<file path="config.mk">
export PLATFORM = sky130hd
export DESIGN_NAME = systolic_array_driver
export DESIGN_NICKNAME = d
export VERILOG_FILES = /design/src/rtl/systolic_array_driver.sv
export SDC_FILE = /design/constraint.sdc
export NUM_CORES = 2
export LEC_CHECK = 0
export CAP_MARGIN = 20
export CORE_MARGIN = 2
export CORE_UTILIZATION = 60
export CTS_CLUSTER_SIZE = 14
export DETAILED_ROUTE_END_ITERATION = 7
export PLACE_DENSITY_LB_ADDON = 0.12
export SLEW_MARGIN = 20
export SYNTH_ARGS = -nofsm -noshare
export SYNTH_HDL_FRONTEND = slang
export SYNTH_SLANG_ARGS = --single-unit
</file>
<file path="constraint.sdc">
create_clock -name clk -period 75.7 [get_ports clk]
set_clock_uncertainty 0.1 [all_clocks]
set_input_delay 11.355 -clock clk [delete_from_list [all_inputs] [get_ports clk]]
set_output_delay 11.355 -clock clk [all_outputs]
set_load 0.01 [all_outputs]
</file>
<file path="src/rtl/systolic_array_driver.sv">
// Host-side streaming engine for an NxN systolic multiplier: buffers A and B, streams
// column k of A / row k of B per cycle, then collects the N result rows of C.
module systolic_array_driver #(
    parameter int DATAWIDTH = 16,
    parameter int N_SIZE    = 5,
    parameter int TIMEOUT   = 64,
    localparam int IDXW     = $clog2(N_SIZE)
) (
    input  logic                                 clk,
    input  logic                                 rst,
    input  logic                                 load_we,
    input  logic                                 load_sel,
    input  logic [IDXW-1:0]                      load_row,
    input  logic [IDXW-1:0]                      load_col,
    input  logic [DATAWIDTH-1:0]                 load_data,
    input  logic                                 start,
    output logic                                 busy,
    output logic                                 done,
    output logic                                 err_timeout,
    output logic                                 arr_valid_in,
    output logic [N_SIZE-1:0][DATAWIDTH-1:0]     arr_a_out,
    output logic [N_SIZE-1:0][DATAWIDTH-1:0]     arr_b_out,
    input  logic                                 arr_valid_out,
    input  logic [N_SIZE-1:0][2*DATAWIDTH-1:0]   arr_c_in,
    input  logic [IDXW-1:0]                      rd_row,
    input  logic [IDXW-1:0]                      rd_col,
    output logic [2*DATAWIDTH-1:0]               rd_data
);

    localparam int              TW    = $clog2(TIMEOUT + 1);
    localparam logic [TW-1:0]   TLAST = TW'(TIMEOUT - 1);
    localparam logic [IDXW-1:0] LAST  = IDXW'(N_SIZE - 1);
    localparam logic [IDXW:0]   NLIM  = (IDXW + 1)'(N_SIZE);

    typedef logic [N_SIZE-1:0][DATAWIDTH-1:0] lane_t;
    typedef enum logic [1:0] {IDLE, STREAM, WAIT, COLLECT} state_t;

    state_t          state, state_next;
    logic [IDXW-1:0] idx, idx_next, kk;
    logic [TW-1:0]   tcnt, tcnt_next;
    logic            busy_next, done_next, err_next, valid_next;
    logic            issue, c_we, load_ok, rd_ok;
    lane_t           a_next, b_next;

    // a_buf/b_buf are indexed [row][col]; c_buf holds one packed result row per entry
    lane_t                              a_buf [N_SIZE];
    lane_t                              b_buf [N_SIZE];
    logic [N_SIZE-1:0][2*DATAWIDTH-1:0] c_buf [N_SIZE];

    assign load_ok = (state == IDLE) && load_we &&
                     ({1'b0, load_row} < NLIM) && ({1'b0, load_col} < NLIM);
    assign rd_ok   = ({1'b0, rd_row} < NLIM) && ({1'b0, rd_col} < NLIM);

    // idx is the stream step k while streaming and the result row r while collecting
    always_comb begin
        state_next = state;
        idx_next   = idx;
        tcnt_next  = tcnt;
        busy_next  = busy;
        done_next  = done;
        err_next   = err_timeout;
        valid_next = 1'b0;
        issue      = 1'b0;
        c_we       = 1'b0;
        kk         = idx;
        case (state)
            IDLE: begin
                if (start) begin
                    state_next = STREAM;
                    idx_next   = '0;
                    tcnt_next  = '0;
                    kk         = '0;
                    issue      = 1'b1;
                    valid_next = 1'b1;
                    busy_next  = 1'b1;
                    done_next  = 1'b0;
                    err_next   = 1'b0;
                end
            end
            STREAM: begin
                if (idx == LAST) begin
                    state_next = WAIT;
                    idx_next   = '0;
                    tcnt_next  = '0;
                end else begin
                    kk         = idx + 1'b1;
                    idx_next   = idx + 1'b1;
                    issue      = 1'b1;
                    valid_next = 1'b1;
                end
            end
            WAIT: begin
                if (arr_valid_out) begin
                    c_we       = 1'b1;
                    idx_next   = idx + 1'b1;
                    state_next = COLLECT;
                end else if (tcnt == TLAST) begin
                    state_next = IDLE;
                    busy_next  = 1'b0;
                    done_next  = 1'b1;
                    err_next   = 1'b1;
                end else begin
                    tcnt_next  = tcnt + 1'b1;
                end
            end
            COLLECT: begin
                if (arr_valid_out) begin
                    c_we = 1'b1;
                    if (idx == LAST) begin
                        state_next = IDLE;
                        idx_next   = '0;
                        busy_next  = 1'b0;
                        done_next  = 1'b1;
                    end else begin
                        idx_next   = idx + 1'b1;
                    end
                end
            end
            default: state_next = IDLE;
        endcase
    end

    // A write in the same cycle as start is forwarded so the first lane sees the new value
    always_comb begin
        a_next = '0;
        b_next = '0;
        if (issue) begin
            for (int i = 0; i < N_SIZE; i++) begin
                a_next[i] = a_buf[i][kk];
                b_next[i] = b_buf[kk][i];
                if (load_ok && !load_sel && load_row == IDXW'(i) && load_col == kk)
                    a_next[i] = load_data;
                if (load_ok && load_sel && load_row == kk && load_col == IDXW'(i))
                    b_next[i] = load_data;
            end
        end
    end

    always_ff @(posedge clk or posedge rst) begin
        if (rst) begin
            state        <= IDLE;
            idx          <= '0;
            tcnt         <= '0;
            busy         <= 1'b0;
            done         <= 1'b0;
            err_timeout  <= 1'b0;
            arr_valid_in <= 1'b0;
            arr_a_out    <= '0;
            arr_b_out    <= '0;
        end else begin
            state        <= state_next;
            idx          <= idx_next;
            tcnt         <= tcnt_next;
            busy         <= busy_next;
            done         <= done_next;
            err_timeout  <= err_next;
            arr_valid_in <= valid_next;
            arr_a_out    <= a_next;
            arr_b_out    <= b_next;
        end
    end

    always_ff @(posedge clk or posedge rst) begin
        if (rst) begin
            for (int i = 0; i < N_SIZE; i++) begin
                a_buf[i] <= '0;
                b_buf[i] <= '0;
                c_buf[i] <= '0;
            end
            rd_data <= '0;
        end else begin
            if (load_ok && !load_sel)
                a_buf[load_row][load_col] <= load_data;
            if (load_ok && load_sel)
                b_buf[load_row][load_col] <= load_data;
            if (c_we)
                c_buf[idx] <= arr_c_in;
            rd_data <= rd_ok ? c_buf[rd_row][rd_col] : '0;
        end
    end

endmodule

</file>
Yosys cells after proc, flatten, opt, wreduce, memory -nomap -nowiden
Cells that the tools add are included.
Storage, ports and cells
  register bits after elaboration: 1808
  bits in latches: 0
  bits in writable memories: 0
  bits in read-only memories: 0
  input port bits: 194
  memories: 0
Cells by class
  add/subtract/negate cells: 2
  $mul: 0
  div/mod/pow operators: 0
  magnitude comparators: 14
  equality and inequality tests: 24
  shift-type cells: 0
  mux-type cells: 77
  bitwise gates (word level): 4
  reductions and logical operators: 38
Operators with widths (number)
  400-bit bitwise mux: 2
  800-bit bitwise mux: 1
  160-bit binary-select mux with 3-bit select: 1
  160-bit demux with 3-bit select: 1
  160-bit 2-to-1 mux: 3
  80-bit 2-to-1 mux: 5
  16-bit 2-to-1 mux: 16
  16-bit binary-select mux with 3-bit select: 5
  80-bit binary-select mux with 3-bit select: 1
  80-bit demux with 3-bit select: 1
  32-bit binary-select mux with 3-bit select: 1
  32-bit 2-to-1 mux: 2
  16-bit demux with 3-bit select: 1
  7-bit 2-to-1 mux: 4
  1-bit logical AND: 25
  7-bit case mux with 3 select lines: 1
  4-bit greater-or-equal comparator (second input constant): 4
  2-bit inequality test (second input constant): 8
  3-bit inverter with 4-bit output: 4
  3-bit 2-to-1 mux: 5
  1-bit 2-to-1 mux: 14
  3-bit by 2-bit equality test with 1-bit output (second input constant): 4
  3-bit less-than comparator (second input constant): 4
  3-bit by 4-bit less-than comparator with 1-bit output (second input constant): 3
  27 further kinds: 43

Logic depth before layout (Yosys ltp)
  depth in word-level cells: 9
  depth in mapped cells: 13
  mapped depth without buffers: 10

Worst setup path after synthesis
No wires, ideal clock.
  path kind: input to register
  from: input port load_col[1]
  to: register a_buf[144] in the netlist's numbering
  library setup time: 0.128 ns
  arrival: 13.121 ns
  data required time: 75.472 ns
  setup slack: 62.352 ns
  cell stages on the path: 9
  cells stage by stage: buf_2 -> o21ai_2 -> nand4b_2 -> or2_1 -> buf_2 -> buf_6 -> nor2_4 -> buf_6 -> mux2_1
Between the ends
  longest elaborated chain between the ends: 7
  elaborated cells on any way between the ends: 11
  classes of those cells: order compare (3); mux (5); reduce/logical (3)
RTL lines
  start: declaration: RTL line 14  | input logic [IDXW-1:0] load_col,
  3-bit by 4-bit less-than comparator with 1-bit output (implied by the code) / 3-bit by 1-bit greater-or-equal comparator with 1-bit output (equally long branches): RTL line 173  | a_buf[load_row][load_col] <= load_data;
  1-bit logical AND (implied by the code): RTL line 173
  16-bit 2-to-1 mux (implied by the code): RTL line 173
  16-bit demux with 3-bit select: RTL line 173
  80-bit 2-to-1 mux (implied by the code): RTL line 173
  80-bit demux with 3-bit select: RTL line 173
  400-bit bitwise mux: RTL line 173
  end signal: indexed assignment: RTL line 173
  end: declaration: RTL line 46  | lane_t a_buf [N_SIZE];
Parallel ways exist; a longest one is shown, timed or not.
A chain may end at the register's enable or synchronous reset.

==> results.txt <==
The endpoint identified for the worst register-to-register timing path is arr_b_out[30]. The post-CTS repair timing setup buffer count came out at 0. STA classifies the critical path startpoint as an input port. The layer with the highest usage after global routing is met2. The via total after detailed routing is 47.8k. Leaving out fill and tap cells, the most frequent cells in the layout are dfrtp_1, mux2_2, clkdlybuf4s50_1.

The cell area after synthesis came out at 78,900 um^2. Following the worst setup path forward leads to its endpoint at c_buf[289]. Setup repair after global routing left no endpoint under its margin. The total congestion overflow after global routing is 0. The total count of max-transition violations in the final report was 0.

The final-layout setup total negative slack came out at 0 ps. Yosys attributes the largest share of cell area to dfrtp_1, mux2_2, mux4_2. In the synthesized netlist the async set-or-reset flop fraction comes to 100%. Synthesis produced a netlist with a net count of 5,482. The tree is rooted in a clkbuf_16. The later pin in the worst-skew pair is clocked with a latency of 820 ps. The first detailed-routing pass took 5 iterations. The count of unique library cells instantiated by Yosys is 72. The total power per unit cell area came out at 33.2 nW/um^2. The number of nets at the end of the flow is 5,679. The proportion of power drawn by combinational gates is 26.0%. After synthesis, flip-flops and latches occupy 57.3% of the total area.

For the worst setup path, the data required time is 76,390 ps. The startpoint identified for the worst register-to-register timing path is idx[0]. The clock sink count is 1,808.

The yosys synthesis warning count is 0. The number of standard-cell rows in the floorplan came out at 133. The data arrival at the endpoint of the critical path came out at 16,830 ps. The die outline area came out at 134,000 um^2. The path length in cells of the critical path is 7. The worst setup path is of the in -> async kind. The switching part of the total power came out at 29.4%.

The net switching power of the design came out at 877 uW. The count of buffers added on input and output ports is 389. The top-area cell type share of the netlist area is 57.3%.

The max-cap check violation count came out at 0. Once layout is complete, the utilization of the core stands at 68.7%. The most frequent standard cell in the layout excluding fill and tap cells is dfrtp_1. For this run, the top clock speed supported by timing is 0.0619 GHz. Counting along the longest clock path gives a buffer depth of 3. The shortest clock period the worst path allows after layout came out at 16,150 ps. In the synthesized netlist, the number of instances is 5,284. The cell repeated most along the worst path is buf_4.

Of the cells placed in the final design, the portion with a size suffix greater than 1 is 40.7%. The first global-routing pass estimated 314,000 um of wire. The largest single stage delay on the critical path is 870 ps. The I/O pin total came out at 390. The largest individual stage delay along the critical path comes from the cell buf_4. The maximum fanout count along the critical path is 151.

The critical path starts at rst. The clock-pin slew on the worst setup and hold paths is 60 ps. The worst voltage drop across the vdd grid came out at 0.0000589 V. The residual antenna-violating net count after detailed routing is 0. For this design, the CTS-stage hold fixing added 0 buffers.

Counting both buffers and inverters, the worst setup path holds a total of 7. The global-route met2 utilization came out at 46.4%. Measured along the x axis, the die boundary spans 367 um. The number of gates resized after cts is 0. The number of global-route vias before repair came out at 49.6k. The post-synthesis register bit count came out at 1,808. The placeable core region came out at 131,000 um^2. From synthesis to final layout, the design area changed by 14.0%. The number of enable-type register cells in the synthesized netlist is 0. For this block, the routed nets add up to 204,000 um of wire. TritonCTS built the clock tree.

The overall fraction of global-route tracks in use is 30.7%. Across all register-to-register paths, the minimum setup slack is 70,360 ps. The most used flip-flop cell after synthesis is dfrtp_1.

The number of antenna violations at the first check in global routing is 32. The per-instance average area after synthesis is 14.9 um^2. The headroom to the max-slew limit came out at 23.6%.

In the routed design, unresolved DRC markers number 0. The post-DP HPWL came out at 118,000 um. The final-report hold violation count is 0.

The first routing iteration left 3,994 violations. The fraction of met3 tracks used by global routing is 7.03%. The share of the clock period used by the worst path after layout came out at 21.3%.

The pin count of the biggest net entering global routing came out at 198. The transition time at the pin with the least slew margin is 1150 ps. The internal portion of total power is 2.11 mW. The worst hold path belongs to the class reg -> reg. The critical path goes through clkdlybuf4s50_1 -> inv_8 -> buf_4 -> buf_4 -> buf_4 -> buf_12 -> buf_4. The endpoint kind of the worst setup timing path is an async pin. The routability congestion estimate from global placement came out at 0.815. The run finished with clean final reports.

The path depth of the worst reg2reg path is 12. The total leakage power came out at 40.5 nW. The post-detailed-route via-to-cell ratio came out at 6.46.

The portion of total power attributed to the clock network came out at 30.3%. The starting utilization of the core area is 60.3%. The post-detailed-route wirelength per cell is 27.6 um.

The kind of cell with the highest combined delay on the critical path is buffers and inverters. Clock tree synthesis inserted a total of 182 buffers. The die is 367 um tall. The level count of the clock H-tree is 4. The met1 usage is 44.8%. The largest area contributor in the synthesized netlist is dfrtp_1.

The number of endpoints failing setup at the final stage came out at 0. The sequential group share of total power came out at 43.8%.
-- synth_stat cells, types with 3 or more instances --
library cell and number:
o221ai_1 5, xnor2_1 4, ha_1 4, inv_1 16, a21oi_1 227, nand3_1 11
nand4_1 3, a2111o_1 5, a221oi_1 64, nor3_1 8, clkbuf_1 294, mux4_2 315
buf_4 33, o21ai_0 153, or3_1 5, nor2b_1 7, o31ai_1 50, mux2_2 1517
o21ai_1 6, buf_6 6, o21a_1 6, o2111ai_1 3, nor2_4 6, buf_1 21
nor2_2 25, or2_1 4, nor2_1 61, dfrtp_1 1808, nand2_1 105, mux2_1 43
and3_1 10, o22ai_1 66, o21ai_2 3, a22oi_1 219, nand2b_1 3, mux2i_1 10
buf_2 113
-- flip-flops by register name (all words and copies together), names as in the netlist --
name / flops
arr_valid_in: 1
c_buf: 800
arr_b_out: 80
arr_a_out: 80
done: 1
b_buf: 400
rd_data: 32
idx: 3
tcnt: 7
err_timeout: 1
state: 2
busy: 1
a_buf: 400
-- cell type report --
type                            count  area, um^2
Antenna cell                       15        37.5
Sequential cell                  1808       45200
Timing Repair Buffer              480        4690
Inverter                           18        80.1
Fill cell                        9040       41000
Tap cell                         1755        2200
Multi-Input combinational cell   2991       31700
Clock buffer                      283        5550
Clock inverter                     48         485
-- how the worst min path moves through the flow --
stage,to,startpoint,slack [ps],depth (start not counted)
finish,a_buf[267],a_buf[267],380,2
detailed placement,a_buf[267],a_buf[267],370,2
CTS,a_buf[267],a_buf[267],380,2
global placement,a_buf[15],a_buf[15],360,2
floorplan,a_buf[15],a_buf[15],340,2
global route,b_buf[322],b_buf[322],400,1
-- worst min-delay path, cell delays in order, from the launching register on --
cell,delay (ps)
dfrtp_1,340
nand2_1,40
o21ai_0,60
-- routing by layer --
layer | up-vias | wire, um
met3 | 316 | 15300
met2 | 1507 | 95600
met1 | 25825 | 87500
li1 | 20147 | -
met4 | 22 | 5640
met5 | - | 141
-- stage by stage --
step           hold WS [ps]  cells  power [mW]  setup slack, ps  area (um^2)
2_1_floorplan           345   5284        1.89            13200        78900
3_3_place_gp            356   7045        2.06            58610        83700
3_5_place_dp            367   7047        2.10            58550        83800
4_1_cts                 379   7378        3.00            59410        89800
5_1_grt                 396   7392        3.12            58700        89900
6_report                378   7398        2.99            59550        90000
-- cells by family (layout without fill, tap and decap cells) --
kind of cell,count (synthesis),count (layout),share of synthesized area (%)
muxes,1885,1885,31.4
DFF,1808,1808,57.3
AOI/OAI and AO/OA,826,826,6.72
buffers and inverters,485,829,2.70
and+or+nand+nor,271,271,1.76
xor gates and xnor gates,5,5,0.0650
adders and majority gates,4,4,0.0634
other,0,15,0
-- power groups by stage --
stage	logic [mW]	registers, mW	clock network, mW
after floorplan	0.595	1.30	0
final	0.775	1.31	0.904
after CTS	0.780	1.31	0.916
after global placement	0.757	1.31	0
after detailed placement	0.777	1.32	0
after global routing	0.832	1.33	0.958
No activity file was read; power rests on OpenSTA's default activity.
